File: config.mk
export PLATFORM = sky130hd
export DESIGN_NAME = fetch_unit
export DESIGN_NICKNAME = d
export VERILOG_FILES = /design/src/rtl/fetch_unit.sv
export SDC_FILE = /design/constraint.sdc
export NUM_CORES = 1
export LEC_CHECK = 0
export BUFFER_PORTS_ARGS = -buffer_cell sky130_fd_sc_hd__buf_2
export CORE_MARGIN = 2
export CORE_UTILIZATION = 30
export DETAILED_ROUTE_END_ITERATION = 7
export GPL_ROUTABILITY_DRIVEN = 0
export SLEW_MARGIN = 20
export SYNTH_ARGS = -nofsm -noshare
export SYNTH_HDL_FRONTEND = slang
export SYNTH_SLANG_ARGS = --single-unit
File: constraint.sdc
create_clock -name clock -period 3.69 [get_ports clock]
set_input_delay 0.5535 -clock clock [delete_from_list [all_inputs] [get_ports clock]]
set_output_delay 0.5535 -clock clock [all_outputs]
set_load 0.05 [all_outputs]
File: src/rtl/fetch_unit.sv
// fetch_unit: instruction fetch stage. Holds the PC, issues single-word reads
// to memory, absorbs busy back-pressure and hands {pc, insn} pairs to decode
// through a 2-entry buffer. Supports one-cycle redirects and a sticky fault on
// misaligned or out-of-range PCs.
module fetch_unit #(
  parameter int unsigned              address_width = 32,
  parameter int unsigned              data_width    = 32,
  parameter logic [address_width-1:0] start_addr    = 32'h8002_0000,
  parameter int unsigned              depth         = 1048576
) (
  input  logic                     clock,
  input  logic                     reset_n,
  input  logic                     stall,
  input  logic                     redirect,
  input  logic [address_width-1:0] redirect_pc,
  input  logic                     mem_busy,
  input  logic [data_width-1:0]    mem_data_out,
  output logic [address_width-1:0] mem_address,
  output logic [data_width-1:0]    mem_data_in,
  output logic [1:0]               mem_access_size,
  output logic                     mem_rw,
  output logic                     mem_enable,
  output logic [data_width-1:0]    insn,
  output logic [address_width-1:0] insn_pc,
  output logic                     insn_valid,
  output logic                     fault
);

  localparam logic [address_width-1:0] last_addr = start_addr + address_width'(depth - 4);
  localparam logic [address_width-1:0] pc_step   = address_width'(4);

  typedef enum logic [2:0] {
    IDLE    = 3'd0,
    ISSUE   = 3'd1,
    CAPTURE = 3'd2,
    HOLD    = 3'd3,
    FAULT   = 3'd4
  } state_t;

  state_t                   state_q, state_d;
  logic [address_width-1:0] pc_q, pc_d;
  logic                     enable_q, enable_d;
  logic                     fault_q;

  // buffer: slot 0 is the head and drives the decode outputs directly
  logic                     v0_q, v1_q;
  logic [data_width-1:0]    s0_insn_q, s1_insn_q;
  logic [address_width-1:0] s0_pc_q, s1_pc_q;

  logic pop, push, flush, free_after;

  // word-aligned and inside [start_addr, start_addr+depth-4]
  function automatic logic pc_legal(input logic [address_width-1:0] a);
    return (a >= start_addr) && (a <= last_addr) && (a[1:0] == 2'b00);
  endfunction

  // next-state, next-PC and buffer push/flush decisions
  always_comb begin
    state_d    = state_q;
    pc_d       = pc_q;
    push       = 1'b0;
    flush      = 1'b0;
    pop        = v0_q && !stall;
    // a slot is free after this edge's push if nothing remains after the pop
    free_after = !v0_q || (!v1_q && pop);

    case (state_q)
      IDLE:    state_d = ISSUE;
      ISSUE:   state_d = pc_legal(pc_q) ? CAPTURE : FAULT;
      CAPTURE: begin
        if (!mem_busy) begin
          push    = 1'b1;
          pc_d    = pc_q + pc_step;
          state_d = free_after ? ISSUE : HOLD;
        end
      end
      HOLD:    if (pop) state_d = ISSUE;
      FAULT:   state_d = FAULT;
      default: state_d = IDLE;
    endcase

    // redirect overrides everything except a latched fault
    if (redirect && (state_q != FAULT)) begin
      flush   = 1'b1;
      push    = 1'b0;
      pc_d    = redirect_pc;
      state_d = ISSUE;
    end

    // request is raised only for a legal ISSUE and held through CAPTURE
    enable_d = ((state_d == ISSUE) && pc_legal(pc_d)) || (state_d == CAPTURE);
  end

  // FSM state, PC and registered memory request
  always_ff @(posedge clock or negedge reset_n) begin
    if (!reset_n) begin
      state_q  <= IDLE;
      pc_q     <= start_addr;
      enable_q <= 1'b0;
      fault_q  <= 1'b0;
    end else begin
      state_q  <= state_d;
      pc_q     <= pc_d;
      enable_q <= enable_d;
      fault_q  <= (state_d == FAULT);
    end
  end

  // 2-entry FIFO with simultaneous push/pop
  always_ff @(posedge clock or negedge reset_n) begin
    if (!reset_n) begin
      v0_q      <= 1'b0;
      v1_q      <= 1'b0;
      s0_insn_q <= '0;
      s0_pc_q   <= '0;
      s1_insn_q <= '0;
      s1_pc_q   <= '0;
    end else if (flush) begin
      v0_q <= 1'b0;
      v1_q <= 1'b0;
    end else if (pop) begin
      if (v1_q) begin
        s0_insn_q <= s1_insn_q;
        s0_pc_q   <= s1_pc_q;
        if (push) begin
          s1_insn_q <= mem_data_out;
          s1_pc_q   <= pc_q;
        end else begin
          v1_q <= 1'b0;
        end
      end else if (push) begin
        s0_insn_q <= mem_data_out;
        s0_pc_q   <= pc_q;
      end else begin
        v0_q <= 1'b0;
      end
    end else if (push) begin
      if (!v0_q) begin
        s0_insn_q <= mem_data_out;
        s0_pc_q   <= pc_q;
        v0_q      <= 1'b1;
      end else begin
        s1_insn_q <= mem_data_out;
        s1_pc_q   <= pc_q;
        v1_q      <= 1'b1;
      end
    end
  end

  assign mem_address     = pc_q;
  assign mem_enable      = enable_q;
  assign mem_data_in     = '0;
  assign mem_access_size = 2'b00;
  assign mem_rw          = 1'b1;
  assign insn            = s0_insn_q;
  assign insn_pc         = s0_pc_q;
  assign insn_valid      = v0_q;
  assign fault           = fault_q;

endmodule
Word level (Yosys, flattened, before mapping)
Cells that the tools add are included.
{"block": "word_totals", "ff_bits": 167, "input_bits": 69, "output_inout_bits": 134, "wordCells": 95}
{"block": "classes", "addsub": 1, "order_cmp": 4, "eq_ne": 12, "mux": 42, "n_bitwise": 1, "reduce_logical": 25}
{"operator": "$mux 32", "n": 21}
{"operator": "$ge 32x32->1 const B", "n": 2}
{"operator": "$le 32x32->1 const B", "n": 2}
{"operator": "$add 32x3->32 const B", "n": 1}
{"operator": "$mux 1", "n": 15}
{"operator": "$pmux 3 s5", "n": 1}
{"operator": "$mux 3", "n": 4}
{"operator": "$eq 3x2->1 const B", "n": 3}
{"operator": "$logic_and 1x1->1", "n": 8}
{"operator": "$reduce_and 4->1", "n": 2}
{"operator": "$eq 3x1->1 const B", "n": 2}
{"operator": "$eq 3x3->1 const B", "n": 2}
{"operator": "$ne 3x2->1 const B", "n": 2}
{"operator": "$reduce_bool 2->1", "n": 3}
{"operator": "$reduce_bool 3->1", "n": 2}
{"operator": "$logic_not 2->1", "n": 2}
{"operator": "$logic_not 1->1", "n": 3}
{"operator": "$logic_not 3->1", "n": 1}
{"operator": "$ne 3x3->1 const B", "n": 1}
{"operator": "$reduce_and 3->1", "n": 1}
{"operator": "$logic_or 1x1->1", "n": 2}
{"operator": "$mux 2", "n": 1}
{"operator": "$ne 2x1->1 const B", "n": 1}
{"operator": "$ne 2x2->1 const B", "n": 1}
{"operator": "2 further kinds", "n": 2}

Depth between registers and ports, before layout
{"block": "logic_depth", "ltp_word": 11, "mapped_depth": 10, "mapped_depth_nobuf": 8}

Worst setup path before layout
Ideal clock, no wire load.
{"block": "synth_timing", "kind": "register to register", "startpoint": "reg pc_q[7] (netlist: mem_address[7])", "endpoint": "reg enable_q (netlist: mem_enable)", "setup_time_ps": 95, "arrival_ps": 3167, "required_ps": 3595, "slack_ps": 428, "stages_incl_launch_ff": 11, "n_path_buf": 3, "synth_period_minus_slack_ps": 3262, "cell_sequence": "dfrtp_1 -> buf_2 -> nand4_1 -> or4_1 -> clkbuf_1 -> clkbuf_1 -> nor4_1 -> xnor2_1 -> o21ai_0 -> or4b_1 -> o32ai_2"}
{"block": "synth_between", "elab_chain_cells": 9, "elab_cells_between_ends": 19, "cone_classes": "add/sub (1); order compare (4); eq/ne (2); mux (6); reduce/logical (6)"}
{"item": "start: declaration", "line_no": "41", "text": "logic [address_width-1:0] pc_q, pc_d;"}
{"item": "start signal: assignment", "line_no": "98", "text": "pc_q <= start_addr;"}
{"item": "start signal: assignment", "line_no": "103", "text": "pc_q <= pc_d;"}
{"item": "$add 32x3->32 (*)", "line_no": "73", "text": "pc_d = pc_q + pc_step;"}
{"item": "$mux 32 (*)", "line_no": "71", "text": "if (!mem_busy) begin"}
{"item": "$mux 32 (*)", "line_no": "67", "text": "case (state_q)"}
{"item": "$mux 32 (*)", "line_no": "83", "text": "if (redirect && (state_q != FAULT)) begin"}
{"item": "via pc_d[25]", "line_no": "41"}
{"item": "$ge 32x32->1 / $le 32x32->1 (equally long branches)", "line_no": "54", "text": "return (a >= start_addr) && (a <= last_addr) && (a[1:0] == 2'b00);"}
{"item": "$logic_and 1x1->1 (*) (2 in series)", "line_no": "54"}
{"item": "$logic_and 1x1->1 (*)", "line_no": "91", "text": "enable_d = ((state_d == ISSUE) && pc_legal(pc_d)) || (state_d == CAPTURE);"}
{"item": "$logic_or 1x1->1 (*)", "line_no": "91"}
{"item": "via enable_d", "line_no": "42", "text": "logic enable_q, enable_d;"}
{"item": "end signal: assignment", "line_no": "104", "text": "enable_q <= enable_d;"}
{"item": "end: declaration", "line_no": "42"}
Mark *: on every way through the listed nets, which the timed path passes. The rest lies on a longest branch.
A chain may end at the register's enable or synchronous reset.

Worst setup path in the final report
Ends and elaborated chain as after synthesis.

==> impl_metrics.ini <==
[global_route]
grt_pass1_vias = 5580
use_met3 = 0.04242
grt_pass1_wl_mm = 31.58
grt_max_degree = 84
grt_usage = 0.1443
met1_usage = 0.1974
gr-total-overflow = 0
grt_use_met2 = 0.2212
grt_busiest_layer = met2
antenna_found_initial = 3

[clock_network]
clk_pin_slew_ps = 70
clkSinkCount = 167
ctsHoldBuffers = 0
cts_setup_buffers = 0
numCtsBuffers = 17
cts.path.max_buffers = 2
cts_root_buffer = clkbuf_16
htreeDepth = 4
cts_tree = done
clkLatencyLatePin_ps = 420
cts_resized = 0

[sta]
drv_slew = 0
relSlewSlack = 0.4622
fin_crit_sh = 0.8893
clock_skew_ps = 13.97
rsz0062_at_grt = false
hold_viol = 0
min_period_ps = 3282
tns_ps = 0
finalSetupViolCount = 0
timing.fmax_mhz = 304.7
worst_pin_slew_ps = 806.7

[detailed_routing]
drc = 0
drtIter0Drc = 346
drt_first_pass_iters = 4
vias_per_cell = 4.639
vias = 5636
wirelength_mm = 19.83
routedWlPerCell_um = 16.32
ant_nets = 0

[synthesis]
avgSynthCellArea_um2 = 10.98
synth-simple-area-share = 0.1137
yosys.area.top_type = dfrtp_1
synth_adder_area_share = 0.003175
synth_most_common_cell = dfrtp_1
ys_ff_latch = 167
netlist_top_cells_area = dfrtp_1, mux2_2, mux2i_1
synth_area_um2 = 7883
synth_ff_type = dfrtp_1
synth_edf_count = 0
ys_seq_area_frac = 0.5305
ys_types = 54
synth_top_family_by_area = multiplexers
synth-xor-area-share = 0.02778
synth_top_cell_area_share = 0.5238
synth_warnings = 0
syn_inst = 718
synth_common_cells = dfrtp_1, nor2_1, a21oi_1
synthArstFlopShare = 1.000
synth_mux_area_frac = 0.1756
synth-compound-area-share = 0.08460

[run]
cap_violations = 0

[finish]
fin_area_um2 = 9560
fin_nets = 936
nFillCells = 2597
synthToLayoutAreaGrowth_pct = 21.29
fin_util = 0.3690
drive_above_1_share = 0.3292

[critical_path]
cp_top_family = simple AND/OR/NAND/NOR gates
slowest_delay_ps = 870
worstPathMaxFanout = 17
cp_num_buf_inv = 0
worstSetupPathType = flip-flop to flip-flop
worstSetupEndpointType = flip-flop
worst_ep_required_time_ps = 4010
cp-start-kind = flip-flop
crit_slowest_cell = or4_1
path_cells = nand4_1 -> or4_1 -> nor4b_1 -> xnor2_1 -> o21ai_1 -> or4b_1 -> o32ai_2
cp.arrival_ps = 3600

[die]
die_area_um2 = 27590
start_util = 0.3042
dieWidth_um = 166.1
io_pins = 203
die_h_um = 166.1
core_um2 = 25910
rows = 59

[status]
status = completed

[power_and_ir_drop]
irDropWorstVdd_uv = 239.6
powerDensity_nw_per_um2 = 545.9
total_leakage_power_nw = 5.151

[place]
postPlaceCellArea_um2 = 8925
hpwl_mm = 13.77
port_buffers = 167

[hold_path]
min-delay-path-class = input port to asynchronous set/reset pin
==> worst paths after layout <==
check / startpoint / endpoint / slack (ps) / depth (start not counted)
min in group clock: redirect_pc[13] / mem_address[13] / 330 / 3
worst min-delay path: reset_n / insn_pc[14] / 190 / 1
worst min register to register: s1_insn_q[22] / s1_insn_q[22] / 500 / 1
worst max-delay path: mem_address[7] / mem_enable / 410 / 7
max in group asynchronous: reset_n / mem_enable / 2570 / 2
worst max register to register: mem_address[7] / mem_enable / 410 / 7
==> registers in the layout, indices dropped and copies added (netlist names), 3 cells and up <==
signal / cells
insn_pc: 32
s1_insn_q: 32
mem_address: 32
s1_pc_q: 32
state_q: 3
insn: 32
==> area by class of cell <==
type / count / area, um^2 / area share
clock inverters: 11 / 170.2 / 0.01780
flip-flops and latches: 167 / 4182 / 0.4374
inverters: 9 / 33.78 / 0.003534
clock buffers: 21 / 460.4 / 0.04816
well taps: 335 / 419.2 / 0.04384
repair buffers: 178 / 949.7 / 0.09933
multi-input cells: 492 / 3341 / 0.3494
diodes: 2 / 5.005 / 0.0005235
==> worst register-to-register path, cell delays in order, from the launching register on <==
cell	delay (ps)
dfrtp_1	510
nand4_1	230
or4_1	870
nor4b_1	510
xnor2_1	180
o21ai_1	100
or4b_1	560
o32ai_2	210
==> cell usage in the layout (no fill, tap or decap), types with 4 or more instances in the layout <==
| cell | count |
|---|---|
| buf_2 | 166 |
| dfrtp_1 | 165 |
| nor2_1 | 77 |
| a21oi_1 | 68 |
| mux2_2 | 66 |
| mux2i_1 | 64 |
| nand2_1 | 41 |
| conb_1 | 35 |
| o21ai_0 | 23 |
| clkbuf_16 | 17 |
| xnor2_1 | 15 |
| nand3_1 | 13 |
| xor2_1 | 10 |
| inv_1 | 9 |
| buf_4 | 9 |
| nand4_1 | 8 |
| nor3_1 | 8 |
| nor4_1 | 7 |
| and3_1 | 5 |
| a31oi_1 | 4 |
| bufinv_16 | 4 |
==> where the power goes <==
part / switching, mW / internal [mW] / total, mW / leakage [nW]
Combinational: 0.820 / 0.293 / 1.11 / 2.59
Clock: 0.741 / 1.17 / 1.91 / 0.300
Sequential: 0.244 / 1.95 / 2.19 / 2.26
==> stage by stage <==
step                power, mW  worst slack, ps  hold WS, ps  std cells
global route            5.470            273.2        257.8       1213
detailed placement      3.348            359.5        494.1       1181
global placement        3.344            392.6        487.5       1181
CTS                     5.292            436.7        233.5       1213
floorplan               3.012            427.8        257.9        751
finish                  5.219            408.4        193.3       1215
==> cells by family (layout without fill, tap and decap cells) <==
kind of cell | Yosys count | after routing
muxes | 130 | 130
adders and majority gates | 2 | 2
other | 2 | 37
buffers and inverters | 92 | 219
and+or+nand+nor | 183 | 183
AOI/OAI and AO/OA | 117 | 117
DFF | 167 | 167
xor gates and xnor gates | 25 | 25
==> routing by layer <==
| layer | wire, um | vias to the layer above |
|---|---|---|
| li1 | - | 2728 |
| met1 | 9283 | 2707 |
| met2 | 8782 | 171 |
| met3 | 1420 | 26 |
| met4 | 321 | 4 |
| met5 | 19 | - |
Power figures use the tool's default switching activity.
